===== config.mk =====
export PLATFORM = sky130hd
export DESIGN_NAME = dft_frame_ctrl_flat
export DESIGN_NICKNAME = d
export VERILOG_FILES = /design/src/rtl/dft_frame_ctrl_pkg.sv /design/src/rtl/dft_frame_ctrl_if.sv /design/src/rtl/dft_frame_ctrl_bin_buf.sv /design/src/rtl/dft_frame_ctrl.sv /design/src/flat_wrapper.sv
export SDC_FILE = /design/constraint.sdc
export NUM_CORES = 1
export LEC_CHECK = 0
export CORE_UTILIZATION = 25
export CTS_CLUSTER_DIAMETER = 60
export DETAILED_ROUTE_END_ITERATION = 16
export DONT_BUFFER_PORTS = 1
export GPL_TIMING_DRIVEN = 0
export SLEW_MARGIN = 20
export SYNTH_ARGS = -nofsm -noshare
export SYNTH_HDL_FRONTEND = slang
export SYNTH_SLANG_ARGS = --single-unit

===== constraint.sdc =====
create_clock -name clk -period 3.5 [get_ports clk]
set_clock_uncertainty 0.1 [all_clocks]
set_input_delay 0.35 -clock clk [delete_from_list [all_inputs] [get_ports clk]]
set_output_delay 0.35 -clock clk [all_outputs]
set_load 0.01 [all_outputs]

===== src/rtl/dft_frame_ctrl_pkg.sv =====
// Shared types and packing helpers for the 16-point DFT frame sequencer.
package dft_ctrl_pkg;

  localparam int N  = 16;  // samples / bins per frame
  localparam int SW = 6;   // sample width
  localparam int BW = 16;  // bin component width

  typedef enum logic [1:0] {
    ST_IDLE  = 2'd0,
    ST_FILL  = 2'd1,
    ST_CALC  = 2'd2,
    ST_DRAIN = 2'd3
  } dft_ctrl_state_t;

  // Return a copy of the parallel sample bus with slot k replaced by val.
  function automatic logic [N*SW-1:0] put_sample(input logic [N*SW-1:0] bus,
                                                 input logic [3:0]      k,
                                                 input logic [SW-1:0]   val);
    logic [N*SW-1:0] res;
    res = bus;
    res[int'(k)*SW +: SW] = val;
    return res;
  endfunction

  // Extract bin k from a packed 16-bin bus.
  function automatic logic [BW-1:0] get_bin(input logic [N*BW-1:0] bus,
                                            input logic [3:0]      k);
    return bus[int'(k)*BW +: BW];
  endfunction

endpackage


===== src/rtl/dft_frame_ctrl_if.sv =====
// Sample-in and bin-out stream handshakes of the DFT frame sequencer.
interface dft_frame_ctrl_if;
  import dft_ctrl_pkg::*;

  logic          s_valid;
  logic          s_ready;
  logic [SW-1:0] s_data;
  logic          m_valid;
  logic          m_ready;
  logic [BW-1:0] m_re;
  logic [BW-1:0] m_im;
  logic [3:0]    m_bin;
  logic          m_last;

  // Environment side: sample source and bin consumer.
  modport master (
    output s_valid, s_data, m_ready,
    input  s_ready, m_valid, m_re, m_im, m_bin, m_last
  );

  // Sequencer side.
  modport slave (
    input  s_valid, s_data, m_ready,
    output s_ready, m_valid, m_re, m_im, m_bin, m_last
  );

endinterface


===== src/rtl/dft_frame_ctrl_bin_buf.sv =====
// Capture register for the 16 complex DFT bins, read one bin at a time.
module dft_bin_buf
  import dft_ctrl_pkg::*;
(
  input  logic            clk,
  input  logic            rst_n,
  input  logic            cap_en_i,
  input  logic [N*BW-1:0] re_i,
  input  logic [N*BW-1:0] im_i,
  input  logic [3:0]      rd_idx_i,
  output logic [BW-1:0]   re_o,
  output logic [BW-1:0]   im_o
);

  logic [N*BW-1:0] re_q;
  logic [N*BW-1:0] im_q;

  // Snapshot all bins when enabled; otherwise hold so downstream sees a stable frame.
  always_ff @(posedge clk or negedge rst_n) begin
    if (!rst_n) begin
      re_q <= '0;
      im_q <= '0;
    end else if (cap_en_i) begin
      re_q <= re_i;
      im_q <= im_i;
    end else begin
      re_q <= re_q;
      im_q <= im_q;
    end
  end

  assign re_o = get_bin(re_q, rd_idx_i);
  assign im_o = get_bin(im_q, rd_idx_i);

endmodule


===== src/rtl/dft_frame_ctrl.sv =====
// Frame sequencer: fills the DFT input bus, waits for settling, drains bins.
module dft_frame_ctrl
  import dft_ctrl_pkg::*;
#(
  parameter int CALC_CYCLES = 2560,
  parameter int CNT_W       = 12
) (
  input  logic            clk,
  input  logic            rst_n,
  input  logic            flush_i,
  dft_frame_ctrl_if.slave bus,
  output logic [N*SW-1:0] dft_x_o,
  output logic            dft_start_o,
  input  logic [N*BW-1:0] dft_re_i,
  input  logic [N*BW-1:0] dft_im_i,
  output logic            busy_o
);

  localparam logic [CNT_W-1:0] CNT_LAST = CNT_W'(CALC_CYCLES - 1);

  dft_ctrl_state_t state_q, state_d;
  logic [3:0]      idx_q, idx_d;
  logic [3:0]      bin_q, bin_d;
  logic [CNT_W-1:0] cnt_q, cnt_d;
  logic [N*SW-1:0] x_q, x_d;
  logic            start_q, start_d;
  logic            cap_s;
  logic            s_acc_s;
  logic            m_acc_s;

  assign s_acc_s = bus.s_valid & (state_q == ST_FILL);
  assign m_acc_s = bus.m_ready & (state_q == ST_DRAIN);

  // Next-state logic; flush overrides every handshake outside IDLE.
  always_comb begin
    state_d = state_q;
    idx_d   = idx_q;
    bin_d   = bin_q;
    cnt_d   = cnt_q;
    x_d     = x_q;
    start_d = 1'b0;
    cap_s   = 1'b0;
    if (flush_i && (state_q != ST_IDLE)) begin
      state_d = ST_FILL;
      idx_d   = 4'd0;
      bin_d   = 4'd0;
      cnt_d   = '0;
    end else begin
      case (state_q)
        ST_IDLE: begin
          state_d = ST_FILL;
        end
        ST_FILL: begin
          if (s_acc_s) begin
            x_d = put_sample(x_q, idx_q, bus.s_data);
            if (idx_q == 4'd15) begin
              idx_d   = 4'd0;
              cnt_d   = '0;
              start_d = 1'b1;
              state_d = ST_CALC;
            end else begin
              idx_d = idx_q + 4'd1;
            end
          end else begin
            idx_d = idx_q;
          end
        end
        ST_CALC: begin
          if (cnt_q == CNT_LAST) begin
            cap_s   = 1'b1;
            cnt_d   = '0;
            state_d = ST_DRAIN;
          end else begin
            cnt_d = cnt_q + CNT_W'(1);
          end
        end
        ST_DRAIN: begin
          if (m_acc_s) begin
            if (bin_q == 4'd15) begin
              bin_d   = 4'd0;
              state_d = ST_FILL;
            end else begin
              bin_d = bin_q + 4'd1;
            end
          end else begin
            bin_d = bin_q;
          end
        end
        default: begin
          state_d = ST_IDLE;
        end
      endcase
    end
  end

  // Control and sample-bus state; reset wipes any partial frame.
  always_ff @(posedge clk or negedge rst_n) begin
    if (!rst_n) begin
      state_q <= ST_IDLE;
      idx_q   <= 4'd0;
      bin_q   <= 4'd0;
      cnt_q   <= '0;
      x_q     <= '0;
      start_q <= 1'b0;
    end else begin
      state_q <= state_d;
      idx_q   <= idx_d;
      bin_q   <= bin_d;
      cnt_q   <= cnt_d;
      x_q     <= x_d;
      start_q <= start_d;
    end
  end

  dft_bin_buf u_bin_buf (
    .clk      (clk),
    .rst_n    (rst_n),
    .cap_en_i (cap_s),
    .re_i     (dft_re_i),
    .im_i     (dft_im_i),
    .rd_idx_i (bin_q),
    .re_o     (bus.m_re),
    .im_o     (bus.m_im)
  );

  assign bus.s_ready = (state_q == ST_FILL);
  assign bus.m_valid = (state_q == ST_DRAIN);
  assign bus.m_bin   = bin_q;
  assign bus.m_last  = (state_q == ST_DRAIN) && (bin_q == 4'd15);
  assign busy_o      = (state_q == ST_CALC) || (state_q == ST_DRAIN);
  assign dft_x_o     = x_q;
  assign dft_start_o = start_q;

endmodule

===== src/flat_wrapper.sv =====
// flat-port wrapper written by rule: the top's interface ports become plain ports
module dft_frame_ctrl_flat import dft_ctrl_pkg::*;
#(
  parameter int CALC_CYCLES = 2560,
  parameter int CNT_W       = 12
)
  (clk, rst_n, flush_i, dft_x_o, dft_start_o, dft_re_i, dft_im_i, busy_o, bus_s_valid, bus_s_data, bus_m_ready, bus_s_ready, bus_m_valid, bus_m_re, bus_m_im, bus_m_bin, bus_m_last);
  dft_frame_ctrl_if bus_i ();
  input  logic clk;
  input  logic rst_n;
  input  logic flush_i;
  output logic [N*SW-1:0] dft_x_o;
  output logic dft_start_o;
  input  logic [N*BW-1:0] dft_re_i;
  input  logic [N*BW-1:0] dft_im_i;
  output logic busy_o;
  input wire logic [$bits(bus_i.s_valid)-1:0] bus_s_valid;
  input wire logic [$bits(bus_i.s_data)-1:0] bus_s_data;
  input wire logic [$bits(bus_i.m_ready)-1:0] bus_m_ready;
  output wire logic [$bits(bus_i.s_ready)-1:0] bus_s_ready;
  output wire logic [$bits(bus_i.m_valid)-1:0] bus_m_valid;
  output wire logic [$bits(bus_i.m_re)-1:0] bus_m_re;
  output wire logic [$bits(bus_i.m_im)-1:0] bus_m_im;
  output wire logic [$bits(bus_i.m_bin)-1:0] bus_m_bin;
  output wire logic [$bits(bus_i.m_last)-1:0] bus_m_last;
  assign bus_i.s_valid = bus_s_valid;
  assign bus_i.s_data = bus_s_data;
  assign bus_i.m_ready = bus_m_ready;
  assign bus_s_ready = bus_i.s_ready;
  assign bus_m_valid = bus_i.m_valid;
  assign bus_m_re = bus_i.m_re;
  assign bus_m_im = bus_i.m_im;
  assign bus_m_bin = bus_i.m_bin;
  assign bus_m_last = bus_i.m_last;
  dft_frame_ctrl #(.CALC_CYCLES(CALC_CYCLES), .CNT_W(CNT_W)) u_core (.clk(clk), .rst_n(rst_n), .flush_i(flush_i), .bus(bus_i), .dft_x_o(dft_x_o), .dft_start_o(dft_start_o), .dft_re_i(dft_re_i), .dft_im_i(dft_im_i), .busy_o(busy_o));
endmodule

# Word level (Yosys, flattened, before mapping)

Index checks and enable logic that the tools add are counted.

Bits of input ports: 523
Bits in registers: 631

Bitwise operators: 3
Add/subtract/negate cells: 4
$mul: 1
Multiplexer cells: 28
Shift-type cells: 4
Reduce and logical (&&, ||, !) cells: 15
Eq/ne operators: 11

Operator list:

| cell                                                   | number |
|---|---|
| indexed part select 256 x 9 -> 16 bit                  | 2 |
| bitwise mux 96 bit                                     | 1 |
| variable shift 6 x 33 -> 96 bit (first input constant) | 1 |
| indexed part select 6 x 33 -> 96 bit                   | 1 |
| two-way mux 12 bit                                     | 4 |
| negator 32 -> 33 bit                                   | 1 |
| two-way mux 4 bit                                      | 8 |
| one-hot mux 12 bit (2 select lines)                    | 1 |
| != test 3 x 1 -> 1 bit (second input constant)         | 5 |
| adder 12 x 1 -> 12 bit (second input constant)         | 1 |
| == test 12 bit (second input constant)                 | 1 |
| two-way mux 2 bit                                      | 6 |
| nonzero test 2 bit                                     | 5 |
| adder 4 x 1 -> 4 bit (second input constant)           | 2 |
| == test 4 bit (second input constant)                  | 2 |
| one-hot mux 2 bit (4 select lines)                     | 1 |
| two-way mux 1 bit                                      | 7 |
| multiplier 4 x 2 -> 6 bit (second input constant)      | 1 |
| AND reduction 3 bit                                    | 2 |
| AND reduction 5 bit                                    | 1 |
| == test 2 bit (second input constant)                  | 2 |
| AND reduction 2 bit                                    | 2 |
| nonzero test 3 bit                                     | 1 |
| AND 1 bit                                              | 2 |
| other kinds (5)                                        | 6 |

# Depth between registers and ports, before layout

Word-level depth: 5
Mapped depth: 16
Gate-level depth less buffers: 13

# Hierarchy

A second synthesis with hierarchy kept.

Cells, all modules: 1941
Area, all modules: 29041.6 µm²

By module, submodules not included:

| module         | area each (µm²) | cells an instance | seq. area each (µm²) | times used |
|---|---|---|---|---|
| dft_bin_buf    | 22561.6         | 1352              | 12812.3              | 1 |
| dft_frame_ctrl | 6480.0          | 589               | 2977.9               | 1 |

# Worst setup path before layout

Ideal clock, no wire load.

Path kind: flip-flop to flip-flop
From: register u_core.idx_q[2]
To: register u_core.x_q[42], in the netlist u_core.dft_x_o[42]
Arrival time: 3.489 ns
Buffers on the path: 3
Cell stages (with the launch flop): 17
Setup slack: -0.214 ns
Required time: 3.275 ns
Period minus slack after synthesis: 3.714 ns
Setup time: 0.125 ns
Cells stage by stage: dfrtp_1 clkbuf_1 clkinv_1 ha_1 clkbuf_1 inv_1 o211ai_1 and2_1 nor3b_1 ha_1 nand3_1 nor2_1 a2bb2oi_1 or3_1 clkbuf_1 nor2_1 mux2_2

Cells in the longest elaborated chain, start to end: 4

Ends and longest elaborated chain:

| element                                                                                 | line                     | source |
|---|---|---|
| from (decl)                                                                             | dft_frame_ctrl.sv:22     | `logic [3:0] idx_q, idx_d;` |
| from (signal assigned)                                                                  | dft_frame_ctrl.sv:107    | `idx_q <= idx_d;` |
| multiplier 4 x 2 -> 6 bit (*)                                                           | dft_frame_ctrl_pkg.sv:21 | `res[int'(k)*SW +: SW] = val;` |
| negator 32 -> 33 bit (*)                                                                | dft_frame_ctrl_pkg.sv:21 |  |
| indexed part select 6 x 33 -> 96 bit or variable shift 6 x 33 -> 96 bit (tied branches) | dft_frame_ctrl_pkg.sv:21 |  |
| bitwise mux 96 bit (*)                                                                  | dft_frame_ctrl_pkg.sv:21 |  |
| to (signal assigned)                                                                    | dft_frame_ctrl.sv:103    | `x_q <= '0;` |
| to (signal assigned)                                                                    | dft_frame_ctrl.sv:110    | `x_q <= x_d;` |
| to (decl)                                                                               | dft_frame_ctrl.sv:25     | `logic [N*SW-1:0] x_q, x_d;` |

Every way passes the cells marked *; elsewhere a longest branch is shown, timed or not.
A chain may end at the register's enable or synchronous reset.

# Final worst setup path

From: register u_core.idx_q[2]
To: register u_core.x_q[40], in the netlist u_core.dft_x_o[40]

Same word-level chain as after synthesis.

==> run_summary.xml <==
<?xml version="1.0" encoding="UTF-8"?>
<metrics>
  <group name="route">
    <metric name="drt_pre_antenna_iters" unit="">6</metric>
    <metric name="initialDrtViolationCount" unit="">990</metric>
    <metric name="drt_wl_total" unit="mm">113</metric>
    <metric name="drc" unit="">0</metric>
    <metric name="dr_wl_met2" unit="mm">54.4</metric>
    <metric name="ant_nets" unit="">0</metric>
    <metric name="detail_route.vias_per_cell" unit="">4.82</metric>
    <metric name="met3WireLength" unit="mm">8.70</metric>
    <metric name="route.top_layer_used" unit="">met5</metric>
    <metric name="detailroute.via_count" unit="">19853</metric>
    <metric name="met1_length" unit="mm">46.2</metric>
    <metric name="routed_wire_length_per_instance" unit="um">27.5</metric>
  </group>
  <group name="timing">
    <metric name="setup_violations" unit="">21</metric>
    <metric name="slew_headroom" unit="%">21.9</metric>
    <metric name="grt_setup_unrepaired" unit="">true</metric>
    <metric name="post-route-min-period" unit="ps">3610</metric>
    <metric name="hold_viol" unit="">0</metric>
    <metric name="tightest_slew" unit="ps">1160</metric>
    <metric name="clock.fmax" unit="MHz">277</metric>
    <metric name="post-route-period-util" unit="%">103</metric>
    <metric name="tns" unit="ps">-1060</metric>
    <metric name="timing.final.max_slew_violations" unit="">0</metric>
    <metric name="final.setup.worst_slack" unit="ps">-107</metric>
  </group>
  <group name="place">
    <metric name="globalplace.congestion" unit="">0.892</metric>
    <metric name="placement.io_buffers" unit="">0</metric>
    <metric name="postPlaceCellArea" unit="sq mm">0.0308</metric>
    <metric name="place_hpwl" unit="mm">84.1</metric>
  </group>
  <group name="synth">
    <metric name="synth_top_cell_by_area" unit="">dfrtp_1</metric>
    <metric name="synth_area" unit="sq mm">0.0288</metric>
    <metric name="yosys.area_share.xor_xnor" unit="%">0.269</metric>
    <metric name="yosysSeqAreaShare" unit="%">54.8</metric>
    <metric name="synth_top_area_share" unit="%">54.8</metric>
    <metric name="synth-compound-area-share" unit="%">2.48</metric>
    <metric name="synth-edff-count" unit="">0</metric>
    <metric name="synthesis.area_per_instance" unit="sq um">15.5</metric>
    <metric name="largest_family_of_logic_cells_by_synthesized_area" unit="">multiplexers</metric>
    <metric name="synth_flop_cell" unit="">dfrtp_1</metric>
    <metric name="synthAdderAreaFrac" unit="%">0.608</metric>
    <metric name="netlist_top_cells_area" unit="">dfrtp_1, mux2_2, mux4_2</metric>
    <metric name="flip_flop_and_latch_count_after_synthesis" unit="">631</metric>
    <metric name="post_synth_and_or_nand_nor_area_fraction" unit="%">3.47</metric>
    <metric name="yosys_warnings" unit="">0</metric>
    <metric name="synth.mux.area_fraction" unit="%">36.7</metric>
    <metric name="netlist_instances" unit="">1862</metric>
    <metric name="synth.distinct_cells" unit="">60</metric>
    <metric name="synthArstFlopShare" unit="%">100</metric>
    <metric name="synth_fp_nets" unit="">2399</metric>
  </group>
  <group name="pwr">
    <metric name="switchingPower" unit="mW">6.53</metric>
    <metric name="comb_power_share" unit="%">23.6</metric>
    <metric name="worst_ir_drop_vdd" unit="mV">0.400</metric>
    <metric name="power.share.clock" unit="%">40.9</metric>
    <metric name="power_report.internal_total" unit="mW">14.7</metric>
    <metric name="sequential_share_of_power" unit="%">35.5</metric>
    <metric name="proportion_of_total_power_due_to_net_switching" unit="%">30.7</metric>
    <metric name="leakage_power" unit="nW">18.2</metric>
    <metric name="power-per-cell-area" unit="mW/mm^2">526</metric>
  </group>
  <group name="die">
    <metric name="initial_utilization" unit="%">25.2</metric>
    <metric name="die_w" unit="um">342</metric>
    <metric name="core_area" unit="sq mm">0.114</metric>
    <metric name="height_of_the_chip" unit="um">342</metric>
    <metric name="die_area" unit="sq mm">0.117</metric>
    <metric name="rows" unit="">124</metric>
    <metric name="floorplan.io_pins" unit="">660</metric>
  </group>
  <group name="clock_tree">
    <metric name="clk_pin_slew_worst_paths" unit="ps">60</metric>
    <metric name="htree_levels" unit="">3</metric>
    <metric name="clkSinkCount" unit="">631</metric>
    <metric name="cts_tree" unit="">done</metric>
    <metric name="ctsRootBufferMaster" unit="">clkbuf_16</metric>
    <metric name="cts_buffers" unit="">82</metric>
    <metric name="insertion_delay" unit="ps">660</metric>
    <metric name="deepest_clock_path_buffer_count" unit="">3</metric>
  </group>
  <group name="setup_path">
    <metric name="setup.worst_path.class" unit="">reg2reg</metric>
    <metric name="critPathCaptureType" unit="">flip-flop</metric>
    <metric name="crit_chain" unit="">clkbuf_8 &gt; clkinv_4 &gt; ha_1 &gt; buf_4 &gt; inv_2 &gt; o211ai_1 &gt; and2_4 &gt; nor3b_2 &gt; ha_4 &gt; nand3_2 &gt; nor2_4 &gt; a2bb2oi_4 &gt; or3_4 &gt; nor2_4 &gt; mux2_2</metric>
    <metric name="startpoint" unit="">u_core.idx_q[2]</metric>
    <metric name="critical_path.top_delay_family" unit="">simple AND/OR/NAND/NOR gates</metric>
    <metric name="timing.critical_path.required" unit="ps">3930</metric>
    <metric name="critical_path.n_buffers_inverters" unit="">4</metric>
    <metric name="cp_slowest_cell" unit="">or3_4</metric>
    <metric name="slowest_delay" unit="ps">470</metric>
    <metric name="cp_data_arrival_time" unit="ps">4040</metric>
    <metric name="rr_startpoint" unit="">u_core.idx_q[2]</metric>
    <metric name="worst_setup_path_start_kind" unit="">flip-flop</metric>
    <metric name="worst_path_most_repeated_cell" unit="">nor2_4</metric>
    <metric name="top_fanout_value_on_the_critical_path" unit="">9</metric>
  </group>
  <group name="status">
    <metric name="violated_checks" unit="">setup timing</metric>
    <metric name="run_status" unit="">complete, but fails checks</metric>
  </group>
  <group name="grt">
    <metric name="grt_pass1_wl" unit="mm">160</metric>
    <metric name="grt_start_max_net_pins" unit="">632</metric>
    <metric name="globalRouteTotalUtil" unit="%">19.1</metric>
    <metric name="grt_antenna_before_repair" unit="">35</metric>
    <metric name="first_global_vias" unit="">21780</metric>
    <metric name="global_route_congestion_overflow_total" unit="">0</metric>
  </group>
  <group name="cells_and_area">
    <metric name="areaGrowthSynthToFinish" unit="%">39.9</metric>
    <metric name="drive_above_1_share" unit="%">42.7</metric>
    <metric name="nets" unit="">3050</metric>
    <metric name="final_design_area_no_fill" unit="sq mm">0.0403</metric>
  </group>
  <group name="min_path">
    <metric name="hold_path_startpoint" unit="">bus_s_data[4]</metric>
    <metric name="type_of_the_most_critical_hold_path" unit="">in2reg</metric>
  </group>
  <group name="run">
    <metric name="maxCapViolations" unit="">0</metric>
  </group>
</metrics>
## cells in the final DEF, fill, tap and decap left out, types with 8 or more instances in the layout
cell type,n
a21oi_1,15
buf_12,10
buf_16,11
buf_4,33
buf_6,10
clkbuf_1,36
clkbuf_16,89
clkbuf_2,48
clkbuf_4,12
clkbuf_8,16
dfrtp_1,628
diode_2,23
dlygate4sd3_1,521
ha_1,13
inv_1,8
inv_6,8
mux2_1,22
mux2_2,590
mux2i_1,8
mux4_2,160
nand2_1,38
nand3_1,22
nor2_1,33
nor2_4,14
nor2b_1,11
o21ai_0,25
o22ai_1,9
o32ai_1,8
or4_4,9
## worst register-to-register path, delay by kind of cell, from the launching register on
family	cells	cell delay, ps
AOI/OAI and AO/OA	2	350
and+or+nand+nor	6	1220
muxes	1	350
adders and majority gates	2	580
buffers and inverters	4	500
DFF	1	370
## timing repair
item                                    CTS  global route
gates cloned                              2             1
endpoints found under the hold margin  1160           181
setup buffers                            28            11
hold buffers                            520             1
pin swaps                                 8             7
resized for setup                       233            94
setup endpoints to repair               437           325
## layer usage
layer	vias up	GRT usage [%]
met5	-	0
met4	18	5.99
met3	230	5.93
met2	807	31.6
met1	10402	23.8
li1	8396	-
## logic make-up after synthesis
kind of cell,after synthesis
DFF,631
xor gates and xnor gates,8
muxes,780
buffers and inverters,127
adders and majority gates,14
and+or+nand+nor,194
AOI/OAI and AO/OA,108
## cells in the mapped netlist (3+ instances only)
master	n
o31ai_1	5
o21ai_0	27
xnor2_1	5
mux4_2	160
nor2b_1	11
or4_1	10
o211ai_1	3
o21ai_1	4
mux2_2	590
or2_2	4
o32ai_1	8
nor3_1	8
nand4_1	5
a22oi_1	8
or3_1	7
mux2_1	22
ha_1	14
clkbuf_1	90
o22ai_1	9
mux2i_1	8
dfrtp_1	631
and3_1	7
nand2_1	41
nor2_1	52
and2_1	4
buf_2	8
a2bb2o_1	4
nand3_1	24
inv_1	9
or4_4	4
nand2b_1	7
a211oi_1	4
buf_1	16
a21oi_1	19
## worst paths after layout
| kind | slack [ps] | depth (start not counted) | endpoint |
|---|---|---|---|
| setup reg to reg | -110 | 15 | u_core.dft_x_o[40] |
| hold reg to reg | 380 | 1 | u_core.cnt_q[8] |
| max in group asynchronous | 510 | 4 | u_core.u_bin_buf.re_q[233] |
| hold / removal | 70 | 3 | u_core.dft_x_o[36] |
| min in group asynchronous | 110 | 1 | u_core.dft_x_o[28] |
| setup / recovery | -110 | 15 | u_core.dft_x_o[40] |
## power groups by stage
stage | Combinational (mW) | Sequential [mW] | Clock (mW)
2_1_floorplan | 2.12 | 7.60 | 0
3_3_place_gp | 3.08 | 7.66 | 0
3_5_place_dp | 3.10 | 7.66 | 0
4_1_cts | 4.51 | 7.53 | 8.85
5_1_grt | 5.33 | 7.54 | 9.15
6_report | 5.01 | 7.53 | 8.69
## final cells by class
cell class	instances	area, sq um
Sequential cell	631	15800
Tap cell	1512	1890
Antenna cell	23	57.6
Clock inverter	36	468
Buffer	114	947
Fill cell	10833	74000
Inverter	11	51.3
Clock buffer	116	2320
Multi-Input combinational cell	1104	13000
Timing Repair Buffer	569	5850
## sequential cells by signal, summed over array words and instances (netlist names)
signal                 flops
u_core.dft_x_o            96
u_core.idx_q               4
u_core.dft_start_o         1
u_core.bus.m_bin           4
u_core.state_q             2
u_core.u_bin_buf.re_q    256
u_core.cnt_q              12
u_core.u_bin_buf.im_q    256
## per-stage QoR
step / setup slack [ps] / hold WS [ps] / utilization [%] / cells / total power, mW
6_report: -107 / 68.5 / 35.3 / 4116 / 21.2
5_1_grt: -197 / 44.6 / 35.3 / 4105 / 22.0
4_1_cts: -170 / -755 / 34.8 / 4077 / 20.9
3_5_place_dp: -1310 / -33.5 / 26.9 / 3376 / 10.8
3_3_place_gp: -1870 / -32.5 / 26.9 / 3374 / 10.7
2_1_floorplan: 66.8 / -45.6 / - / 1862 / 9.72
Note: power is estimated with default switching activity, not from simulation.
